$ cat src/rtl/reg_bank8_pkg.sv
// Shared definitions for the register bank: sizes, write classification
// and the one-hot checking helpers reused by other strobe consumers.
package reg_bank8_pkg;

    localparam int unsigned NREGS   = 8;
    localparam int unsigned RADDR_W = 3;
    localparam int unsigned CNT_W   = $clog2(NREGS + 1);

    typedef enum logic [1:0] {
        WR_IDLE    = 2'd0,
        WR_VALID   = 2'd1,
        WR_INVALID = 2'd2
    } wr_class_e;

    // Number of set bits in a strobe vector.
    function automatic logic [CNT_W-1:0] popcount(input logic [NREGS-1:0] v);
        logic [CNT_W-1:0] cnt;
        cnt = '0;
        for (int i = 0; i < int'(NREGS); i++) begin
            cnt = cnt + CNT_W'(v[i]);
        end
        return cnt;
    endfunction

    function automatic wr_class_e wr_classify(input logic [NREGS-1:0] v);
        logic [CNT_W-1:0] cnt;
        cnt = popcount(v);
        if (cnt == '0) begin
            return WR_IDLE;
        end else if (cnt == CNT_W'(1)) begin
            return WR_VALID;
        end
        return WR_INVALID;
    endfunction

endpackage

$ cat src/rtl/reg_bank8_onehot_chk.sv
// Classifies the decoder strobe and encodes the index of its set bit.
module onehot_chk
    import reg_bank8_pkg::*;
(
    input  logic [NREGS-1:0]   we,
    output logic               valid,
    output logic               multi,
    output logic [RADDR_W-1:0] idx
);

    wr_class_e wr_class;

    assign wr_class = wr_classify(we);
    assign valid    = (wr_class == WR_VALID);
    assign multi    = (wr_class == WR_INVALID);

    // Index is only meaningful when valid is set.
    always_comb begin
        idx = '0;
        for (int i = 0; i < int'(NREGS); i++) begin
            if (we[i]) begin
                idx = RADDR_W'(i);
            end
        end
    end

endmodule

$ cat src/rtl/reg_bank8.sv
// Eight-entry register bank with one-hot write strobe, two registered
// read ports with write bypass, and a sticky malformed-strobe flag.
module reg_bank8
    import reg_bank8_pkg::*;
#(
    parameter int unsigned WIDTH    = 8,
    parameter int unsigned ZERO_REG = 0
)(
    input  logic               clk,
    input  logic               nrst,
    input  logic [NREGS-1:0]   we,
    input  logic [WIDTH-1:0]   wd,
    input  logic [RADDR_W-1:0] ra,
    input  logic [RADDR_W-1:0] rb,
    input  logic               hold,
    input  logic               err_clr,
    output logic [WIDTH-1:0]   rda,
    output logic [WIDTH-1:0]   rdb,
    output logic               wack,
    output logic               err
);

    logic [WIDTH-1:0]   regs [NREGS];
    logic               wr_valid;
    logic               wr_multi;
    logic [RADDR_W-1:0] wr_idx;
    logic               wr_commit;
    logic [WIDTH-1:0]   rda_nxt;
    logic [WIDTH-1:0]   rdb_nxt;

    onehot_chk u_chk (
        .we    (we),
        .valid (wr_valid),
        .multi (wr_multi),
        .idx   (wr_idx)
    );

    // A valid write to a hardwired-zero register is acknowledged but not stored.
    assign wr_commit = wr_valid && !((ZERO_REG != 0) && (wr_idx == '0));

    function automatic logic [WIDTH-1:0] read_port(input logic [RADDR_W-1:0] addr);
        if ((ZERO_REG != 0) && (addr == '0)) begin
            return '0;
        end else if (wr_valid && (wr_idx == addr)) begin
            return wd;
        end
        return regs[addr];
    endfunction

    always_comb begin
        rda_nxt = read_port(ra);
        rdb_nxt = read_port(rb);
    end

    always_ff @(posedge clk) begin
        if (!nrst) begin
            for (int i = 0; i < int'(NREGS); i++) begin
                regs[i] <= '0;
            end
            rda  <= '0;
            rdb  <= '0;
            wack <= 1'b0;
            err  <= 1'b0;
        end else begin
            if (wr_commit) begin
                regs[wr_idx] <= wd;
            end
            if (!hold) begin
                rda <= rda_nxt;
                rdb <= rdb_nxt;
            end
            wack <= wr_valid;
            // Set has priority over clear on the same edge.
            if (wr_multi) begin
                err <= 1'b1;
            end else if (err_clr) begin
                err <= 1'b0;
            end
        end
    end

endmodule
$ cat config.mk
export PLATFORM = sky130hd
export DESIGN_NAME = reg_bank8
export DESIGN_NICKNAME = d
export VERILOG_FILES = /design/src/rtl/reg_bank8_pkg.sv /design/src/rtl/reg_bank8_onehot_chk.sv /design/src/rtl/reg_bank8.sv
export SDC_FILE = /design/constraint.sdc
export NUM_CORES = 1
export LEC_CHECK = 0
export CAP_MARGIN = 5
export CORE_UTILIZATION = 45
export DETAILED_ROUTE_END_ITERATION = 7
export PLACE_DENSITY = 0.68
export SYNTH_ARGS = -nofsm -noshare
export SYNTH_HDL_FRONTEND = slang
export SYNTH_SLANG_ARGS = --single-unit
export TNS_END_PERCENT = 20
$ cat constraint.sdc
create_clock -name clk -period 5.4 [get_ports clk]
set_input_delay 1.62 -clock clk [delete_from_list [all_inputs] [get_ports clk]]
set_output_delay 1.62 -clock clk [all_outputs]
set_load 0.02 [all_outputs]
==> run summary, run 1 <==
Global Route Usage Sum: 0.2451
Worst Hold Class: register to register
FFs w/ async S/R, synth: 0
overall power: 1.497 mW
top cell type by total area after synthesis: edfxtp_1
Post-CTS Hold Fix Bufs: 0
GP Congestion: 0.8511
Final #Nets: 467
Final Cycle Share: 0.9540
setup_tns: 0 ns
initial core utilization: 0.4669
initial antenna violation count: 0
commonest cells in the netlist: 64 x edfxtp_1, 57 x and2_1, 34 x mux2i_1
die height: 102.9 um
Setup crit end kind: register
post-CTS resize count: 0
DR pass1 iterations: 4
Vias: 3,267
CP dominant cell by count: fa_1
clk_lat worst skew: 0.36 ns
layout cells sized above 1: 0.1868
routed len/inst: 20.59 um
DIE AREA: 0.01060 mm^2
Core ar.: 0.009819 mm^2
Arrival @ worst endpoint: 5.24 ns
simple logic cell fraction of the synthesized area: 0.1684
final hold vios: 0
Initial DRC Count: 131
RSZ-0062 raised after global routing: false
relative slew slack: 0.2756
Mapped Avg Cell Area: 12.56 um^2
Pwr per Cell Area: 270.6 mW/mm^2
Slew @ Worst Pin: 1.083 ns
Final Util: 0.5635
mux cell area share after synthesis: 0.1528
htree depth: 3
R2R cell count: 5
Synth Register Bits: 82
end of the worst register-to-register path: rda[3]
CP Class: input pin to register
final setup margin: 0.2484 ns
dpl ws: -0.1124 ns
Slew Viols, Final: 0
Post-Synth Adder-Cell Area: 0.02566
total of max-cap violations: 0
Net Count, Synth: 398
Post-DRT Antenna Nets: 0
Die Span X: 102.9 um
number of synthesized flops with an enable pin: 64
HPWL after DPL: 8751 um
top cells by area, synth: edfxtp_1 42%, dfxtp_1 7.9%, mux4_2 7.9%, and2_1 7.8%, mux2i_1 7.4%
Clock Skew: 0.005730 ns
setup bufs post-CTS: 0
fillers: 889
critical path, cell by cell: clkdlybuf4s50_1, ha_1, inv_1, fa_1, fa_1, inv_1, fa_1, inv_1, fa_1, nor2b_1, a31o_2, nand2b_1, nor4_1, nand2b_1, buf_4
final setup vio count: 0
first-pass GRT wire length: 18,130 um
Max Root-Sink Buffers: 2
VDD IR max: 0.1149 mV
worst-path fanout max: 4
# DRC: 0
CTS Buf Count: 9
cell family with most CP delay: adder cells
outcome: finished, final reports clean
Reg clk slew, reported paths: 0.07 ns
synthesized area: 0.004584 mm^2
critical path endpoint: regs[0][0]
most frequent cell after synthesis: edfxtp_1
n_diodes: 0
CP startpoint: we[1]
Slowest-stage cell, CP: fa_1
XOR/XNOR Fraction of Synth Area: 0.007642
achievable frequency: 0.1941 GHz
Syn Inst Count: 365
Hold WS: 0.4717 ns
leakage power: 2.165 nW
vias in the first global route: 3,323
WP depth: 15
Syn-to-layout area delta: 20.69%
largest family of logic cells by synthesized area: simple AND/OR/NAND/NOR gates
Port Buffers: 43
clk sinks: 82
gr ovfl total: 0
Critical Path RT: 5.49 ns
R2R setup slack: 3.68 ns
CTS tree: yes
Ports: 44
clk root buf: clkbuf_8
DR vias/cell: 5.712
synth warn: 0
total wire length: 11,780 um
reg2reg start: regs[4][3]
critical path's largest stage delay: 0.49 ns
post-synth top area share: 0.4192
Synth cell types: 54
Primary FF master, synth: edfxtp_1
post-synthesis compound-gate area fraction: 0.1152
Final Critical Period: 5.152 ns
Worst Path Buf+Inv: 5
Seq/Total Area, Yosys: 0.4978
pin count of the biggest net entering global routing: 18
Worst setup SP type: input pin
FP Rows: 36
-- through the flow --
step	cell area, um^2	cells
3_3_place_gp	5345	556
3_5_place_dp	5345	556
4_1_cts	5533	572
6_report	5533	572
2_1_floorplan	4584	365
5_1_grt	5533	572
-- layout by cell type (no fill, tap or decap), drive strengths merged, types with 9 or more instances in the layout --
cell type and count:
dfxtp 18, a221oi 9, a22oi 11, and2 58, nor2b 14, inv 12, o21ai 17, edfxtp 64
mux4 16, clkdlybuf4s50 43, and3 10, clkbuf 13, mux2i 34, nor2 14, buf 34
-- worst min path at each step --
| stage | end | depth (start not counted) | from | slack (ns) |
|---|---|---|---|---|
| after floorplan | rdb[5] | 2 | rdb[5] | 0.54 |
| after global placement | rda[6] | 2 | rda[6] | 0.44 |
| after detailed placement | rda[6] | 2 | rda[6] | 0.46 |
| after CTS | rda[6] | 2 | rda[6] | 0.48 |
| after global routing | rda[6] | 2 | rda[6] | 0.50 |
| final | rda[6] | 2 | rda[6] | 0.47 |
-- registers in the layout, indices dropped and copies added (netlist names) --
signal / flops
wack: 1
err: 1
rdb: 8
regs: 64
rda: 8
-- logic make-up (layout without fill, tap and decap cells) --
group                      count (synthesis)  in the layout
xor gates and xnor gates                   4              4
adders and majority gates                  7              7
AOI/OAI and AO/OA                         66             66
muxes                                     50             50
buffers and inverters                     31            105
DFF                                       82             82
and+or+nand+nor                          125            125
-- report_power, final --
group          total, mW  internal, mW  switching [mW]  leakage (nW)
sequential         0.752         0.727          0.0254         0.758
clock              0.438         0.225           0.213        0.0951
combinational      0.307         0.149           0.158          1.31
total               1.50          1.10           0.397          2.17
-- layer usage --
| metal | global-route usage | up-vias | wire [um] |
|---|---|---|---|
| met5 | 0 | - | 0 |
| met3 | 0.04068 | 34 | 681 |
| met2 | 0.4185 | 121 | 5866 |
| met4 | 0.1213 | 0 | 418 |
| met1 | 0.3018 | 1605 | 4813 |
| li1 | - | 1507 | - |
-- cell type report --
| type | instances | area, um^2 | area share |
|---|---|---|---|
| flip-flops and latches | 82 | 2282 | 0.4125 |
| inverters | 12 | 45.04 | 0.008141 |
| multi-input cells | 252 | 2153 | 0.3892 |
| clock buffers | 13 | 148.9 | 0.02691 |
| repair buffers | 77 | 698.2 | 0.1262 |
| clock inverters | 3 | 38.79 | 0.007010 |
| well taps | 133 | 166.4 | 0.03008 |
-- worst reg2reg max path, cell delays in order, from the launching register on --
cell and delay [ns]:
edfxtp_1 0.44, mux4_2 0.48, nor2b_1 0.19, a221oi_1 0.10, a22o_2 0.28, a21o_1 0.14
Power figures use the tool's default switching activity.
==> inputs of run 2 (changes only) <==
Settings changed: CORE_UTILIZATION 45 to 40, PLACE_DENSITY 0.68 to 0.61.
==> run 2 against run 1 <==
  * Non-clock buffer count fell by 11
  * Sequential power barely moved
  * Clock power rose by 56%
==> run summary, run 2 (same netlist as run 1, synthesis figures left out) <==
outcome: finished, final reports clean
most frequent cells in the layout: 64 x edfxtp_1, 57 x and2_1, 43 x clkdlybuf4s50_1
clk root buf: clkbuf_16
vias in the first global route: 3,162 (-4.8%)
Syn-to-layout area delta: 22.84%
most common cell after layout, fill and taps aside: edfxtp_1
first-pass GRT wire length: 17,600 um (-2.9%)
Clock Skew: 0.007099 ns (+0.001370 ns)
Die Span X: 109.1 um (+5.9%)
overall power: 1.738 mW (+16%)
# DRC: 0 (unchanged)
htree depth: 3 (unchanged)
Critical Path RT: 5.40 ns (-0.09 ns)
gr ovfl total: 0 (unchanged)
Final Cell Area: 0.005632 mm^2 (+1.8%)
Slew @ Worst Pin: 0.7591 ns (-0.3240 ns)
clk sinks: 82 (unchanged)
post-place instance area: 0.005296 mm^2 (-0.91%)
Port Buffers: 43 (unchanged)
Max Root-Sink Buffers: 2 (unchanged)
Setup crit end kind: register
CTS Buf Count: 9 (unchanged)
FP Rows: 38 (+5.6%)
Final Critical Period: 5.181 ns (+0.02926 ns)
total wire length: 11,100 um (-5.8%)
Placed Instances: 552 (-0.72%)
Post-CTS Hold Fix Bufs: 0 (unchanged)
CTS tree: yes
layout cells sized above 1: 0.1752 (-0.01155)
DR pass1 iterations: 4 (unchanged)
GP Congestion: 0.7902 (-7.2%)
Arrival @ worst endpoint: 5.18 ns (-0.06 ns)
Ports: 44 (unchanged)
relative slew slack: 0.4924 (+0.2167)
CP Class: input pin to register
final hold vios: 0 (unchanged)
worst-path fanout max: 8 (+4)
fillers: 948 (+6.6%)
Post-DRT Antenna Nets: 0 (unchanged)
Core ar.: 0.01098 mm^2 (+12%)
Vias: 3,111 (-4.8%)
Initial DRC Count: 160 (+22%)
Final #Nets: 456 (-2.4%)
largest registers: regs (64), rda (8), rdb (8)
Post-Layout Cell Count: 568 (-0.70%)
Slew Viols, Final: 0 (unchanged)
Hold WS: 0.4562 ns (-0.01550 ns)
DIE AREA: 0.01189 mm^2 (+12%)
pin count of the biggest net entering global routing: 17 (-1)
Pwr per Cell Area: 308.5 mW/mm^2 (+14%)
n_diodes: 0 (unchanged)
VDD IR max: 0.1620 mV (+41%)
post-CTS resize count: 0 (unchanged)
clk_lat worst skew: 0.34 ns (-0.02 ns)
routed len/inst: 19.54 um (-5.1%)
Reg clk slew, reported paths: 0.06 ns (about the same)
Largest Register: regs
initial antenna violation count: 0 (unchanged)
Worst setup SP type: input pin
total of max-cap violations: 0 (unchanged)
achievable frequency: 0.1930 GHz (-0.57%)
Worst Hold Class: register to register
max reg flops: 64 (unchanged)
setup bufs post-CTS: 0 (unchanged)
final setup vio count: 0 (unchanged)
RSZ-0062 raised after global routing: true
DR vias/cell: 5.477 (-4.1%)
HPWL after DPL: 8286 um (-5.3%)
leakage power: 2.186 nW (+0.94%)
die height: 109.1 um (+5.9%)
Final Cycle Share: 0.9594 (+0.005419)
Global Route Usage Sum: 0.2054 (-0.03961)
initial core utilization: 0.4174 (-0.04946)
[run 2: final timing paths]
check | startpoint | cells after the start | endpoint | slack, ns
min | rda[6] | 2 | rda[6] | 0.46
max reg2reg | regs[6][3] | 5 | rda[3] | 3.72
max | we[1] | 14 | regs[4][1] | 0.22
min reg2reg | rda[6] | 2 | rda[6] | 0.46
[run 2: through the flow]
stage	setup slack (ns)	TNS (ns)	util
2_1_floorplan	0.1685	0	-
3_5_place_dp	-0.1334	-3.311	0.4822
6_report	0.2191	0	0.5128
4_1_cts	0.2137	0	0.5128
5_1_grt	-0.01884	-0.2075	0.5128
3_3_place_gp	-0.02395	-0.2871	0.4822
[run 2: cell type report]
class,instances,area (um^2),share of cell area
Sequential cell,82,2282,0.4052
Timing Repair Buffer,66,640.6,0.1138
Multi-Input combinational cell,252,2153,0.3824
Inverter,12,45.04,0.007998
Clock inverter,6,96.34,0.01711
Clock buffer,10,239.0,0.04243
Tap cell,140,175.2,0.03110
[run 2: where the power goes]
part	switching, mW	leakage, nW	internal [mW]	total [mW]
clock network	0.261	0.162	0.424	0.685
logic	0.154	1.27	0.145	0.300
registers	0.0253	0.758	0.728	0.753
[run 2: per-layer routing]
metal | global-route usage | share of wire
met3 | 0.03407 | 0.037
met5 | 0 | 0
met1 | 0.2728 | 0.46
met4 | 0.08301 | 0.020
met2 | 0.3333 | 0.48
[run 2: critical path: stages]
cell and delay [ns]:
clkdlybuf4s50_1 0.48, ha_1 0.23, inv_1 0.08, fa_1 0.45, fa_1 0.49, inv_1 0.05, fa_1 0.38, inv_1 0.08
fa_1 0.42, nand3_1 0.11, nand2b_1 0.21, inv_1 0.09, and3_1 0.16, nand2b_1 0.32
